==> config.mk <==
export PLATFORM = sky130hd
export DESIGN_NAME = layer_sequencer
export DESIGN_NICKNAME = d
export VERILOG_FILES = /design/src/rtl/layer_sequencer.sv
export SDC_FILE = /design/constraint.sdc
export NUM_CORES = 1
export LEC_CHECK = 0
export CAP_MARGIN = 10
export CORE_UTILIZATION = 46
export CTS_CLUSTER_SIZE = 24
export DETAILED_ROUTE_END_ITERATION = 8
export PLACE_DENSITY = 0.8
export SLEW_MARGIN = 20
export SYNTH_ARGS = -nofsm -noshare
export SYNTH_HDL_FRONTEND = slang
export SYNTH_SLANG_ARGS = --single-unit
export TNS_END_PERCENT = 30
==> constraint.sdc <==
create_clock -name clk -period 2 [get_ports clk]
set_input_delay 0.4 -clock clk [delete_from_list [all_inputs] [get_ports clk]]
set_output_delay 0.4 -clock clk [all_outputs]
set_load 0.02 [all_outputs]
==> src/rtl/layer_sequencer.sv <==
// layer_sequencer: runs one accelerator layer at a time, granting the shared DMA to a single PE, with a watchdog
module layer_sequencer #(
  parameter int TIMEOUT_W = 24,
  parameter int SETTLE = 2
) (
  input  logic                 clk,
  input  logic                 rst,
  input  logic                 cmd_valid,
  output logic                 cmd_ready,
  input  logic [3:0]           cmd_mode,
  input  logic [TIMEOUT_W-1:0] timeout_limit,
  output logic [1:0]           sel_path,
  output logic [3:0]           pe_en_n,
  output logic [3:0]           pe_start,
  input  logic [3:0]           pe_read_req,
  input  logic [3:0]           pe_write_req,
  output logic                 DMA_Read_Start,
  output logic                 DMA_Write_Start,
  input  logic                 last_in,
  output logic                 busy,
  output logic                 done,
  output logic                 err,
  output logic [1:0]           err_code
);
  typedef enum logic [2:0] {IDLE, CONFIG, START, RUN, DONE} state_t;
  state_t state_q, state_d;
  logic [1:0] sel_q, sel_d, code_q, code_d, mode_sel;
  logic [3:0] en_n_q, en_n_d, start_q, start_d, settle_q, settle_d, gmask;
  logic [TIMEOUT_W-1:0] wd_q, wd_d;
  logic ready_q, ready_d, busy_q, busy_d, done_q, done_d, err_q, err_d, rd_q, rd_d, wr_q, wr_d;
  logic legal, fwd, stray, expire;
  always_comb begin
    gmask = 4'b0001 << sel_q;
    legal = cmd_mode == 4'b0001 || cmd_mode == 4'b0010 || cmd_mode == 4'b1000;
    mode_sel = cmd_mode[0] ? 2'b00 : cmd_mode[1] ? 2'b01 : 2'b11;
    fwd = pe_read_req[sel_q] | pe_write_req[sel_q];
    stray = |((pe_read_req | pe_write_req) & ~gmask);
    expire = wd_q == timeout_limit && timeout_limit != '0 && !last_in;
    state_d = state_q;
    sel_d = sel_q;
    en_n_d = en_n_q;
    code_d = code_q;
    settle_d = settle_q;
    wd_d = wd_q;
    start_d = '0;
    rd_d = 1'b0;
    wr_d = 1'b0;
    done_d = 1'b0;
    err_d = 1'b0;
    case (state_q)
      IDLE: if (cmd_valid) begin
        code_d = legal ? 2'b00 : 2'b01;
        err_d = !legal;
        if (legal) begin
          state_d = CONFIG;
          sel_d = mode_sel;
          en_n_d = ~(4'b0001 << mode_sel);
          settle_d = '0;
        end
      end
      CONFIG: begin
        settle_d = settle_q + 4'd1;
        if (settle_q == 4'(SETTLE - 1)) begin
          state_d = START;
          start_d = gmask;
        end
      end
      START: begin
        state_d = RUN;
        wd_d = '0;
      end
      RUN: begin
        rd_d = pe_read_req[sel_q];
        wr_d = pe_write_req[sel_q];
        wd_d = (fwd || last_in) ? '0 : &wd_q ? wd_q : wd_q + 1'b1;
        err_d = stray || expire;
        code_d = expire ? 2'b10 : stray ? 2'b11 : code_q;
        state_d = last_in ? DONE : expire ? IDLE : RUN;
        done_d = last_in;
      end
      default: state_d = IDLE;
    endcase
    ready_d = state_d == IDLE;
    busy_d = state_d != IDLE;
  end
  always_ff @(posedge clk) begin
    if (rst) begin
      state_q <= IDLE;
      sel_q <= 2'b00;
      en_n_q <= 4'b1111;
      code_q <= 2'b00;
      settle_q <= '0;
      wd_q <= '0;
      start_q <= '0;
      ready_q <= 1'b1;
      busy_q <= 1'b0;
      done_q <= 1'b0;
      err_q <= 1'b0;
      rd_q <= 1'b0;
      wr_q <= 1'b0;
    end else begin
      state_q <= state_d;
      sel_q <= sel_d;
      en_n_q <= en_n_d;
      code_q <= code_d;
      settle_q <= settle_d;
      wd_q <= wd_d;
      start_q <= start_d;
      ready_q <= ready_d;
      busy_q <= busy_d;
      done_q <= done_d;
      err_q <= err_d;
      rd_q <= rd_d;
      wr_q <= wr_d;
    end
  end
  assign cmd_ready = ready_q;
  assign sel_path = sel_q;
  assign pe_en_n = en_n_q;
  assign pe_start = start_q;
  assign DMA_Read_Start = rd_q;
  assign DMA_Write_Start = wr_q;
  assign busy = busy_q;
  assign done = done_q;
  assign err = err_q;
  assign err_code = code_q;
endmodule

# Word level (Yosys, flattened, before mapping)
# Index checks and enable logic that the tools add are counted.
# Widths: inputs -> output; s select.
[totals]
output_inout_bits = 18
word_cells = 86
input_bits = 40
register_bits = 49
[classes]
eq_ne = 12
muxes = 25
n_addsub = 2
reduce_logical = 23
n_shift = 2
n_bitwise = 8
order_cmp = 1
[op_table]
columns = ["op", "count"]
rows = [
  ["$mux 24", 2],
  ["$pmux 24 s2", 1],
  ["$add 24x1->24 const B", 1],
  ["$eq 24x24->1", 1],
  ["$reduce_and 24->1", 1],
  ["$reduce_bool 24->1", 1],
  ["$mux 2", 6],
  ["$mux 3", 4],
  ["$pmux 3 s4", 1],
  ["$reduce_and 3->1", 3],
  ["$eq 4x1->1 const B", 2],
  ["$mux 4", 2],
  ["$not 4->4", 2],
  ["$pmux 4 s2", 1],
  ["$shl 1x2->4 const A", 2],
  ["$eq 3x2->1 const B", 2],
  ["$logic_not 3->1", 2],
  ["$ne 3x3->1 const B", 2],
  ["$reduce_bool 2->1", 3],
  ["$add 4x1->4 const B", 1],
  ["$and 4x4->4", 1],
  ["$bmux 1 s2", 2],
  ["$eq 4x2->1 const B", 1],
  ["$eq 4x4->1 const B", 1],
  ["other kinds (17)", 28],
]

# Longest topological paths before layout
[depth]
ltp_word = 7
mapped_depth = 8
mapped_depth_nobuf = 6

# Worst setup path before layout
# Ideal clock, no wire load.
[synth_timing]
kind = "reg-to-reg"
from = "register sel_q[0] (netlist: sel_path[0])"
to = "register wd_q[10]"
setup_slack_ns = -0.163
t_arrival_ns = 2.089
required_time_ns = 1.926
n_path_buf = 2
period_less_slack_ns = 2.163
path_stages_with_launch = 7
path_cell_list = "dfxtp_1 buf_6 mux4_2 or3_1 buf_2 or3_1 a31oi_1"
[synth_between]
elab_chain_len = 6
word_cells_on_any_way = 10
classes_between = "eq/ne (1); mux (6); bitwise (1); reduce/logical (2)"
[synth_rtl]
columns = ["item", "line", "rtl"]
rows = [
  ["start, declared", "27", "logic [1:0] sel_q, sel_d, code_q, code_d, mode_sel;"],
  ["start signal, assigned", "103", "sel_q <= sel_d;"],
  ["$bmux 1 s2", "36", "fwd = pe_read_req[sel_q] | pe_write_req[sel_q];"],
  ["$mux 1 (not written as such)", "36", ""],
  ["$or 1x1->1 (*)", "36", ""],
  ["$logic_or 1x1->1 (*)", "75", "wd_d = (fwd || last_in) ? '0 : &wd_q ? wd_q : wd_q + 1'b1;"],
  ["$mux 24 or $ne 3x3->1 (tied branches)", "--", ""],
  ["$pmux 24 s2 or $reduce_and 2->1 (tied branches)", "--", ""],
  ["end signal, assigned", "107", "wd_q <= wd_d;"],
  ["end, declared", "29", "logic [TIMEOUT_W-1:0] wd_q, wd_d;"],
]
# Every way passes the cells marked *; elsewhere a longest branch is shown, timed or not. The select of a mux whose other input is x is not followed.
# A chain may end at the register's enable or synchronous reset.

# Worst setup path in the final report
[layout_timing]
from = "register sel_q[0] (netlist: sel_path[0])"
to = "register wd_q[4]"
# The elaborated chain is that of the path after synthesis.

==> results <==
- The ratio of routed vias to standard cells is between 6 and 7.
- Setup repair after global routing could not meet its margin everywhere.
- The clock latency reported for the late side of the worst-skew pair is 300 ps.
- The count of placed standard cells in the final layout, fillers left out is 531.
- The instance count after placement with tap cells included is between 500 and 600.
- In this run the worst hold path is classified as reg2reg.
- For the worst setup path, the data arrival time is between 2000 and 2500 ps.
- In this run, synthesis inferred 0 flip-flops with an integrated enable.
- 0 antenna diodes ended up in the layout.
- The average wire length per cell after detail routing is approximately 17 um.
- The net count of the mapped netlist is 390.
- Summed over its instances, the top area cell type makes up a little over a third of the synthesized netlist area.
- The adder-cell share of the synthesized area is 1.330%.
- The share of layout cells above drive strength 1 is a little under a quarter.
- Entering global routing, the biggest net connects 26 pins.
- The area of all placed cells without fillers is approximately 4100 um2.
- Measured along the y axis, the die boundary spans around 80 um.
- The endpoint identified for the worst register-to-register timing path is wd_q[4].
- The biggest area contributor in the post-synthesis netlist is sky130_fd_sc_hd__dfxtp_1.
- The leftover overflow at the end of global routing is 0.
- The count of hold buffers inserted by post-cts repair is 0.
- The count of final setup violators is 2.
- The synthesized design contains a little under 50 register bits.
- The post-layout net count is 498.
- The number of maximum-capacitance constraint violations is 0.
- The initial standard-cell utilization of the core is 47.68%.
- STA puts the critical path data required time at between 2000 and 2500 ps.
- For this run, design rule violations remaining after detail routing come to 0.
- The clock passes through at most 2 buffers.
- The combinational family with the most area after synthesis is simple AND/OR/NAND/NOR gates.
- The total track usage is between 20% and 30%.
- The async set-reset flop share out of synthesis is 0%.
- The die covers 6454 um2.
- In this run, the number of DRC markers left after iteration 0 of detailed routing was 342.
- The startpoint identified for the worst register-to-register timing path is sel_path[0].
- The most used flip-flop cell after synthesis is sky130_fd_sc_hd__dfxtp_1.
- The count of cells along the worst hold path is 1.
- The most common cell after layout, fill and taps aside is sky130_fd_sc_hd__buf_4.
- For the pin with the worst max-slew slack, the measured transition is 392.9 ps.
- The via count is 3257.
- The worst hold path begins at pe_en_n[2].
- Counting the buffers created by CTS gives 5.
- Synthesis produced roughly 350 cells.
- The area added between synthesis and finish is 46.32%.
- The via count of the first global-routing pass came to roughly 2900.
- Setup slack on the worst reg-to-reg path comes out at -30 ps.
- For this design the static power due to leakage is 1.467 nW.
- The number of top-level pins is a little under 60.
- Of the total synthesized cell area, the portion taken by XOR and XNOR cells is under 10%.
- The fraction of the mapped netlist area in compound gates is between 10% and 20%.
- The total count of max-transition violations in the final report is 0.
- The weighted congestion reported at the end of routability-driven placement is just under 0.9.
- The estimated wirelength of the detail-placed design is between 6 and 7 mm.
- The peak supply drop is 0.0002732 V.
- The final worst setup slack is -30.25 ps.
- The largest driver fanout on the critical path is 7.
- Sequential cells were found to cover between 30% and 40% of the synthesized design area.
- The worst setup path is captured at a flop.
- The number of antenna violations at the first check in global routing is 0.
- The total of buffers placed on input and output ports is between 50 and 60.
- Based on the critical path, the design can be clocked at up to between 0.4 and 0.5 GHz.
- The core region is between 5000 and 6000 um2.
- Clock-pin slew was measured on the worst setup and hold paths at approximately 90 ps.
- The simple-gate share of the synthesized area is 31.60%.
- Measured along the x axis, the die boundary spans 80.34 um.
- The first detailed-routing pass took 5 iterations.
- The post-route fraction of the period consumed by the critical path is 101.5%.
- The top cell types in the final layout, fill and taps aside, are sky130_fd_sc_hd__buf_4 (58), sky130_fd_sc_hd__clkdlybuf4s50_1 (49), sky130_fd_sc_hd__dfxtp_1 (47).
- The run finished, with violations left.
- The checks that failed: setup timing.
- The first-pass GRT wire length is roughly 14 mm.
- The remaining antenna violation count after routing is 0.
- After synthesis, the mean cell area works out to 8.135 um2.
- The worst setup path is launched from a flop.
- The worst hold path terminates at pe_en_n[2].
- The post-detailed-placement cell area is 3891 um2.
- The total routed wirelength is 9.212 mm.
- The Yosys step of the flow raised 0 warnings.
- The post-synthesis cell area is approximately 2800 um2.
- The power density over the cells is around 470 nW/um2.
- The worst register-to-register path has a depth of 5.
- The depth of the CTS H-tree is 2.
- In this run the core area contains 28 standard-cell rows.
- Of the post-synthesis cell area, the part taken by muxes is ~1.6%.
- The path type of the worst setup path is reg2reg.
- The relative slew slack is 73.61%.
- The buffer type at the clock tree root is sky130_fd_sc_hd__clkbuf_8.
- TritonCTS built the clock tree.
- The post-route minimum period is 2030 ps.
- On the final layout, the worst clock skew is between 5 and 6 ps.
- The count of different cell masters after synthesis is between 50 and 60.
- In the post-synthesis netlist, the biggest area contributors are sky130_fd_sc_hd__dfxtp_1 (35%), sky130_fd_sc_hd__xnor2_1 (7.8%), sky130_fd_sc_hd__a21oi_1 (5.7%).
- The count of final hold-check violations was 0.
- The final-layout worst hold slack is 471.5 ps.
- The number of clock sinks seen by CTS is 49.
cell type report:
| class | instances | area, um2 |
|---|---|---|
| well taps | 75 | 93.84 |
| clock buffers | 6 | 72.57 |
| flip-flops and latches | 49 | 985.9 |
| clock inverters | 2 | 10.01 |
| inverters | 5 | 18.77 |
| fillers | 447 | 1790 |
| multi-input cells | 274 | 1867 |
| repair buffers | 120 | 1082 |
worst max path at each step:
| stage | to | start | slack [ps] | cells after the start |
|---|---|---|---|---|
| finish | wd_q[4] | sel_path[0] | -30 | 5 |
| global placement | wd_q[4] | pe_write_req[3] | -380 | 6 |
| detailed placement | wd_q[17] | pe_write_req[2] | -460 | 6 |
| floorplan | wd_q[7] | sel_path[0] | -20 | 8 |
| global route | cmd_ready | timeout_limit[23] | -100 | 7 |
| CTS | wd_q[4] | sel_path[0] | -40 | 5 |
kinds of logic (layout without fill, tap and decap cells):
| logic type | count (synthesis) | in the layout |
|---|---|---|
| DFF | 49 | 49 |
| muxes | 2 | 2 |
| xor gates and xnor gates | 25 | 25 |
| adders and majority gates | 3 | 3 |
| and+or+nand+nor | 159 | 159 |
| buffers and inverters | 24 | 133 |
| AOI/OAI and AO/OA | 85 | 85 |
cell usage after synthesis, types with 2 or more instances:
master	count
sky130_fd_sc_hd__buf_6	2
sky130_fd_sc_hd__or3_1	10
sky130_fd_sc_hd__nor2b_1	5
sky130_fd_sc_hd__xnor2_1	25
sky130_fd_sc_hd__clkbuf_1	10
sky130_fd_sc_hd__nand3_1	13
sky130_fd_sc_hd__nand4_1	18
sky130_fd_sc_hd__ha_1	3
sky130_fd_sc_hd__nand2b_1	3
sky130_fd_sc_hd__nor3b_1	2
sky130_fd_sc_hd__dfxtp_1	49
sky130_fd_sc_hd__a211oi_2	2
sky130_fd_sc_hd__o21ai_1	2
sky130_fd_sc_hd__a31o_2	2
sky130_fd_sc_hd__nor2_1	32
sky130_fd_sc_hd__o21bai_1	2
sky130_fd_sc_hd__and3_1	6
sky130_fd_sc_hd__inv_1	5
sky130_fd_sc_hd__a31oi_1	12
sky130_fd_sc_hd__nand4b_1	5
sky130_fd_sc_hd__o21ai_0	11
sky130_fd_sc_hd__and4_1	4
sky130_fd_sc_hd__a21boi_0	2
sky130_fd_sc_hd__nand3b_1	4
sky130_fd_sc_hd__mux4_2	2
sky130_fd_sc_hd__nor3_1	10
sky130_fd_sc_hd__or4_1	2
sky130_fd_sc_hd__a41oi_1	2
sky130_fd_sc_hd__or2_2	3
sky130_fd_sc_hd__buf_2	7
sky130_fd_sc_hd__and2_1	6
sky130_fd_sc_hd__a211oi_1	8
sky130_fd_sc_hd__nand2_1	18
sky130_fd_sc_hd__a21oi_1	32
sky130_fd_sc_hd__nor4_1	12
repair_timing:
| item | 4_1_cts | 5_1_grt |
|---|---|---|
| setup buffers | 1 | 1 |
| gates cloned | 1 | 0 |
| endpoints found under the setup margin | 19 | 25 |
| gates resized for setup | 13 | 24 |
| pin swaps | 4 | 5 |
sequential cells by signal, indices dropped and copies added, names as in the netlist:
register / count
wd_q: 24
pe_en_n: 4
pe_start: 4
settle_q: 4
state_q: 3
err_code: 2
sel_path: 2
DMA_Read_Start: 1
DMA_Write_Start: 1
busy: 1
cmd_ready: 1
done: 1
err: 1
report_power, final:
part	internal, W	switching (W)	total [W]
sequential	0.000995	0.0000191	0.00101
clock	0.000243	0.000324	0.000567
combinational	0.000209	0.000170	0.000379
total	0.00145	0.000513	0.00196
critical path, stage by stage (launching register included):
cell and delay, ps:
sky130_fd_sc_hd__dfxtp_4 380, sky130_fd_sc_hd__mux4_2 520, sky130_fd_sc_hd__or3_4 400, sky130_fd_sc_hd__buf_8 150
sky130_fd_sc_hd__or3_1 380, sky130_fd_sc_hd__a21oi_1 130
stage by stage:
stage	TNS, ps	worst slack [ps]	util [%]	power (W)
floorplan	-57.20	-22.61	-	0.001187
global placement	-8809	-377.0	65.72	0.001389
detailed placement	-10880	-456.4	65.72	0.001399
CTS	-69.06	-39.63	67.50	0.001956
global route	-686.6	-97.08	69.76	0.002048
finish	-31.91	-30.25	69.76	0.001959
per-layer routing:
layer  track usage [%]  wire length, um  vias to the layer above
met5                 0                0                        -
met4             8.214              236                        0
met3             4.432              814                       33
met2             45.64             4384                      200
met1             38.25             3777                     1500
li1                  -                -                     1524
Power figures use the tool's default switching activity.
